File: src/rtl/pc_fold_binarizer_if.sv
// rtl/pc_fold_binarizer_if.sv - popcount-in / activation-out handshake bundle
interface pc_fold_binarizer_if #(
    parameter int DIM_OUT    = 32,
    parameter int FOLD       = 4,
    parameter int LOG_DIM_IN = 7
);
    localparam int G = DIM_OUT / FOLD;
    localparam int W = LOG_DIM_IN + 1;

    logic                  in_valid;
    logic                  in_ready;
    logic [G-1:0][W-1:0]   in_pc;
    logic                  out_valid;
    logic                  out_ready;
    logic [DIM_OUT-1:0]    out_vec;

    modport master (
        output in_valid, in_pc, out_ready,
        input  in_ready, out_valid, out_vec
    );

    modport slave (
        input  in_valid, in_pc, out_ready,
        output in_ready, out_valid, out_vec
    );
endinterface

File: src/rtl/pc_fold_binarizer.sv
// rtl/pc_fold_binarizer.sv - thresholds folded popcount groups into a registered activation vector
module pc_fold_binarizer #(
    parameter int DIM_IN     = 110,
    parameter int DIM_OUT    = 32,
    parameter int FOLD       = 4,
    parameter int LOG_DIM_IN = 7,
    localparam int FW        = (FOLD > 1) ? $clog2(FOLD) : 1
) (
    input  logic                               clk,
    input  logic                               rst,
    input  logic                               clear,
    input  logic [DIM_OUT-1:0][LOG_DIM_IN:0]   thr,
    output logic [FW-1:0]                      fold_idx,
    pc_fold_binarizer_if.slave                 bus
);
    localparam int G = DIM_OUT / FOLD;
    localparam logic [FW-1:0] LAST = FW'(FOLD - 1);

    if (DIM_OUT % FOLD != 0 || (1 << LOG_DIM_IN) < DIM_IN) begin : g_bad_cfg
        $error("pc_fold_binarizer: inconsistent parameters");
    end

    logic [FW-1:0]       fold_q;
    logic [DIM_OUT-1:0]  buf_q;
    logic [DIM_OUT-1:0]  out_vec_q;
    logic                out_valid_q;
    logic [G-1:0]        grp_bits;
    logic [DIM_OUT-1:0]  next_vec;
    logic                accept;
    logic                last;

    assign last         = (fold_q == LAST);
    assign bus.in_ready = !rst && (!last || !out_valid_q || bus.out_ready);
    assign accept       = bus.in_valid && bus.in_ready;

    // Constant-index group select keeps every array index static.
    always_comb begin
        grp_bits = '0;
        for (int k = 0; k < FOLD; k++) begin
            if (fold_q == FW'(k)) begin
                for (int j = 0; j < G; j++) begin
                    grp_bits[j] = (bus.in_pc[j] >= thr[k*G + j]);
                end
            end
        end
    end

    always_comb begin
        next_vec = buf_q;
        next_vec[(FOLD-1)*G +: G] = grp_bits;
    end

    always_ff @(posedge clk) begin
        if (rst) begin
            fold_q      <= '0;
            buf_q       <= '0;
            out_vec_q   <= '0;
            out_valid_q <= 1'b0;
        end else begin
            if (out_valid_q && bus.out_ready) begin
                out_valid_q <= 1'b0;
            end
            // clear wins over a same-cycle accept, but leaves a finished vector alone.
            if (clear) begin
                fold_q <= '0;
            end else if (accept) begin
                if (last) begin
                    out_vec_q   <= next_vec;
                    out_valid_q <= 1'b1;
                    fold_q      <= '0;
                end else begin
                    for (int k = 0; k < FOLD; k++) begin
                        if (fold_q == FW'(k)) begin
                            buf_q[k*G +: G] <= grp_bits;
                        end
                    end
                    fold_q <= fold_q + FW'(1);
                end
            end
        end
    end

    assign fold_idx      = fold_q;
    assign bus.out_valid = out_valid_q;
    assign bus.out_vec   = out_vec_q;
endmodule

File: src/flat_wrapper.sv
// flat-port wrapper written by rule: the top's interface ports become plain ports
module pc_fold_binarizer_flat 
#(
    parameter int DIM_IN     = 110,
    parameter int DIM_OUT    = 32,
    parameter int FOLD       = 4,
    parameter int LOG_DIM_IN = 7,
    localparam int FW        = (FOLD > 1) ? $clog2(FOLD) : 1
)
  (clk, rst, clear, thr, fold_idx, bus_in_valid, bus_in_pc, bus_out_ready, bus_in_ready, bus_out_valid, bus_out_vec);
  pc_fold_binarizer_if #(.DIM_OUT(DIM_OUT), .FOLD(FOLD), .LOG_DIM_IN(LOG_DIM_IN)) bus_i ();
  input  logic clk;
  input  logic rst;
  input  logic clear;
  input  logic [DIM_OUT-1:0][LOG_DIM_IN:0] thr;
  output logic [FW-1:0] fold_idx;
  input wire logic [$bits(bus_i.in_valid)-1:0] bus_in_valid;
  input wire logic [$bits(bus_i.in_pc)-1:0] bus_in_pc;
  input wire logic [$bits(bus_i.out_ready)-1:0] bus_out_ready;
  output wire logic [$bits(bus_i.in_ready)-1:0] bus_in_ready;
  output wire logic [$bits(bus_i.out_valid)-1:0] bus_out_valid;
  output wire logic [$bits(bus_i.out_vec)-1:0] bus_out_vec;
  assign bus_i.in_valid = bus_in_valid;
  assign bus_i.in_pc = bus_in_pc;
  assign bus_i.out_ready = bus_out_ready;
  assign bus_in_ready = bus_i.in_ready;
  assign bus_out_valid = bus_i.out_valid;
  assign bus_out_vec = bus_i.out_vec;
  pc_fold_binarizer #(.DIM_IN(DIM_IN), .DIM_OUT(DIM_OUT), .FOLD(FOLD), .LOG_DIM_IN(LOG_DIM_IN)) u_core (.clk(clk), .rst(rst), .clear(clear), .thr(thr), .fold_idx(fold_idx), .bus(bus_i));
endmodule
File: config.mk
export PLATFORM = sky130hd
export DESIGN_NAME = pc_fold_binarizer_flat
export DESIGN_NICKNAME = d
export VERILOG_FILES = /design/src/rtl/pc_fold_binarizer_if.sv /design/src/rtl/pc_fold_binarizer.sv /design/src/flat_wrapper.sv
export SDC_FILE = /design/constraint.sdc
export NUM_CORES = 1
export LEC_CHECK = 0
export CAP_MARGIN = 25
export CELL_PAD_IN_SITES_DETAIL_PLACEMENT = 0
export CELL_PAD_IN_SITES_GLOBAL_PLACEMENT = 1
export CORE_ASPECT_RATIO = 1.25
export CORE_UTILIZATION = 31
export DETAILED_ROUTE_END_ITERATION = 8
export PLACE_DENSITY_LB_ADDON = 0.1
export SLEW_MARGIN = 0
export SYNTH_ARGS = -nofsm -noshare
export SYNTH_HDL_FRONTEND = slang
export SYNTH_SLANG_ARGS = --single-unit
File: constraint.sdc
create_clock -name clk -period 2.58 [get_ports clk]
set_input_delay 0.516 -clock clk [delete_from_list [all_inputs] [get_ports clk]]
set_output_delay 0.516 -clock clk [all_outputs]
set_load 0.01 [all_outputs]
### Word level (Yosys, flattened, before mapping)

Cells that the tools add are included.

* word-level logic and storage cells: 66
* flip-flop bits (word level): 59
* bits of input ports: 325
* output and inout bits: 36

* $add $sub $neg: 1
* muxes and demuxes: 8
* bitwise gates (word level): 2
* equal/unequal tests: 3
* magnitude comparators: 32
* reductions and logical operators: 14

Operator list (count)
* 8-bit >= comparator: 32
* 8-bit two-way mux: 3
* 4-bit AND reduction: 3
* 2-bit equality test (second input constant): 2
* 1-bit two-way mux: 4
* 1-bit logical AND: 3
* 1-bit logical NOT: 3
* 3-bit AND reduction: 1
* 2-bit by 1-bit adder with 2-bit output (second input constant): 1
* 2-bit by 1-bit equality test with 1-bit output (second input constant): 1
* 2-bit logical NOT: 1
* 1-bit logical OR: 2
* 2-bit two-way mux: 1
* 1-bit inverter: 2
* 2-bit OR reduction: 1

### Depth between registers and ports, before layout

* depth in word-level cells: 8
* gate-level depth with buffers: 8

### Worst setup path before layout

OpenSTA, ideal clock, no wires.

* path kind: input to register
* from: input bus_in_pc[16]
* to: register u_core.buf_q[2]
* setup slack: 629 ps
* data arrival time: 1825 ps
* stages: 7
* cell sequence: inv_1 ha_1 or3b_2 o2111ai_1 a21oi_1 o41ai_1 o21ai_0

* cells in the longest elaborated chain, start to end: 4
* elaborated cells on any way between the ends: 7
* those cells by class: order compare (4); mux (3)

RTL lines
* start, declared: line flat_wrapper.sv:18 `input wire logic [$bits(bus_i.in_pc)-1:0] bus_in_pc;`
* 8-bit >= comparator: line pc_fold_binarizer.sv:42 `grp_bits[j] = (bus.in_pc[j] >= thr[k*G + j]);`
* 8-bit two-way mux (2 in series): line pc_fold_binarizer.sv:40 `if (fold_q == FW'(k)) begin`
* 8-bit two-way mux (*): line pc_fold_binarizer.sv:40
* end signal, assigned by index: line pc_fold_binarizer.sv:74 `buf_q[k*G +: G] <= grp_bits;`
* end, declared: line pc_fold_binarizer.sv:24 `logic [DIM_OUT-1:0] buf_q;`

Every way passes the cells marked *; elsewhere a longest branch is shown, timed or not.
A chain may end at the register's enable or synchronous reset.

### Worst setup path after layout

* from: input bus_out_ready
* to: output bus_in_ready

* cells in the longest elaborated chain, start to end: 2

RTL lines
* start, declared: line flat_wrapper.sv:19 `input wire logic [$bits(bus_i.out_ready)-1:0] bus_out_ready;`
* 1-bit logical OR: line pc_fold_binarizer.sv:33 `assign bus.in_ready = !rst && (!last || !out_valid_q || bus.out_ready);`
* 1-bit logical AND: line pc_fold_binarizer.sv:33
* end, declared: line flat_wrapper.sv:20 `output wire logic [$bits(bus_i.in_ready)-1:0] bus_in_ready;`

Every way passes these cells.

==> impl_metrics.env <==
export IMPL_syn_inst=1009
export IMPL_drv_cap=0
export IMPL_wl_mm=27.3
export IMPL_rsz0062_at_grt="false"
export IMPL_end_kind="primary output"
export IMPL_cp_start_kind="input pin"
export IMPL_ys_ff_latch=59
export IMPL_period_needed_ns=2.38
export IMPL_setup_viol=0
export IMPL_wl_per_cell_um=15.3
export IMPL_cp_max_fo=2
export IMPL_fill_cells=2613
export IMPL_yosys_warnings=0
export IMPL_holdCritPathClass="reg -> reg"
export IMPL_synth_flop_cell="dfxtp_1"
export IMPL_yosysSeqAreaShare=0.144
export IMPL_htreeDepth=3
export IMPL_vdd_drop_max_v=0.000293
export IMPL_finish_utilization=0.500
export IMPL_antenna_found_initial=0
export IMPL_max_slew_worst_pin_slew_ns=0.659
export IMPL_port_buffers=360
export IMPL_finalWeightedCongestion=0.854
export IMPL_slew_viol_final=0
export IMPL_syn_area_per_cell_um2=8.14
export IMPL_cts_buffers_inserted=9
export IMPL_worstPathArrival_ns=1.86
export IMPL_die_width_um=148
export IMPL_cts_buffer_depth=2
export IMPL_power_total_uw=3480
export IMPL_leakage_uw=0.00658
export IMPL_fin_crit_sh=0.921
export IMPL_cts_sinks=59
export IMPL_synth_nets=1594
export IMPL_status="finished clean"
export IMPL_grt_max_degree=29
export IMPL_cellPowerDensity_nw_per_um2=268
export IMPL_die_y_um=184
export IMPL_slew_headroom=0.560
export IMPL_grt_use_total=0.201
export IMPL_drtPass1Iterations=4
export IMPL_whs_ns=0.442
export IMPL_hold_viol=0
export IMPL_dieArea_um2=27200
export IMPL_hold_buffers=0
export IMPL_required_ns=2.06
export IMPL_worst_slack_ns=0.203
export IMPL_synth_edf_count=0
export IMPL_rows=66
export IMPL_diodes=0
export IMPL_final_nets=2021
export IMPL_io_pins=361
export IMPL_fmax_mhz=421
export IMPL_cts_tree="built"
export IMPL_finalClockSkew_ns=0.00638
export IMPL_final_common_cell="clkdlybuf4s50_1"
export IMPL_grt_pass1_vias=8481
export IMPL_grt_pass1_wl_mm=42.9
export IMPL_gr_total_overflow=0
export IMPL_crit_type="in -> out"
export IMPL_avgViaCountPerCell=4.70
export IMPL_areaGrowthSynthToFinish_pct=58.2
export IMPL_ant_nets=0
export IMPL_core_area_um2=26000
export IMPL_cts_clk_slew_worst_paths_ns=0.05
export IMPL_via_count=8367
export IMPL_floorplan_initialDensity=0.316
export IMPL_drtIter0Drc=133
export IMPL_drive_gt1_frac=0.0729
export IMPL_syn_area_um2=8210
export IMPL_clk_latency_ns=0.33
export IMPL_yosysUniqueCellTypes=51
export IMPL_post_place_ws_ns=-0.153
export IMPL_hpwl_mm=23.8
export IMPL_layout_common_cells="clkdlybuf4s50_1, ha_1, inv_1"
export IMPL_ctsRootBufferMaster="clkbuf_16"
export IMPL_async_flop_share=0
export IMPL_drc=0
## kinds of logic after synthesis
logic type | count (synthesis) | synth area share
simple gates | 160 | 0.100
buf+inv | 255 | 0.120
mux | 1 | 0.00122
flops | 59 | 0.144
compound gates | 274 | 0.238
fa+ha+maj | 260 | 0.396
## state kept, by name (all words and copies together), names as in the netlist
| name | cells |
|---|---|
| u_core.buf_q | 24 |
| u_core.bus.out_valid | 1 |
| u_core.bus.out_vec | 32 |
| u_core.fold_idx | 2 |
## critical path, stage by stage
cell             delay, ns
clkdlybuf4s50_1       0.50
nor2b_1               0.09
a21oi_1               0.19
clkdlybuf4s50_1       0.56
## final timing paths
path | from | endpoint | slack (ns) | depth (start not counted)
max reg2reg | u_core.fold_idx[0] | u_core.buf_q[0] | 0.28 | 6
max | bus_out_ready | bus_in_ready | 0.20 | 4
min reg2reg | u_core.buf_q[18] | u_core.buf_q[18] | 0.44 | 2
min | u_core.buf_q[18] | u_core.buf_q[18] | 0.44 | 2
## stage by stage
stage / cell area, um2 / cells / setup TNS, ns
after floorplan: 8210 / 1009 / 0
after global placement: 12700 / 1765 / -0.470
after detailed placement: 12700 / 1765 / -0.512
after CTS: 13000 / 1781 / 0
after global routing: 13000 / 1781 / 0
final: 13000 / 1781 / 0
## cells in the mapped netlist, types with 2 or more instances
cell       instances  area [um2]
a211o_1            8        70.1
a31o_1             6        52.6
and4_1             6        52.6
a2111o_1           2        22.5
buf_4              3        22.5
ha_1             260        3250
a22o_1            10        87.6
a2111oi_2          3        45.0
nor2b_1            4        25.0
a31o_2             2        17.5
o22ai_1            2        12.5
a211oi_1          16         120
o211ai_1          12        90.1
a21o_1            44         330
o41ai_1            2        17.5
nand2b_1          18         113
nor2_1            23        86.3
a32o_1             8        80.1
a211oi_2           2        25.0
clkbuf_1           9        33.8
nand4_1           16         100
a21oi_1           77         385
and3_1             8        50.1
a2111oi_1          2        20.0
o221ai_1           6        52.6
o2111ai_1         14         123
o21a_1             6        45.0
inv_1            237         890
nand2_1           67         251
dfxtp_1           59        1180
o31a_1             6        52.6
buf_6              2        22.5
a2111oi_0         12         105
or3b_2             4        35.0
o21ai_1           12        60.1
nor3_1             4        20.0
o21ai_0           19        95.1
buf_2              3        15.0
nand3_1            3        15.0
## layer usage
layer,wire [um],global-route usage,vias up,share of wire
li1,-,-,4425,-
met1,11100,0.225,3699,0.41
met2,14100,0.384,225,0.52
met3,1670,0.0387,18,0.061
met4,444,0.0482,0,0.016
met5,0,0,-,0
## what timing repair did
action | 4_1_cts | 5_1_grt
gates resized for setup | 0 | 1
endpoints found under the setup margin | 0 | 2
setup buffers | 0 | 0
## report_power, final
group,internal (uW),switching [uW],total (uW)
registers,925,7.60,932
logic,877,587,1460
clock network,673,410,1080
total,2480,1000,3480
## final cells by class
type / count / area [um2] / share of cell area
tap: 340 / 425 / 0.0327
sequential: 59 / 1180 / 0.0909
timing repair buffer: 434 / 4180 / 0.322
inverter: 237 / 890 / 0.0685
multi-input combinational: 695 / 6050 / 0.465
clock inverter: 4 / 26.3 / 0.00202
clock buffer: 12 / 246 / 0.0190
No activity file was read; power rests on OpenSTA's default activity.
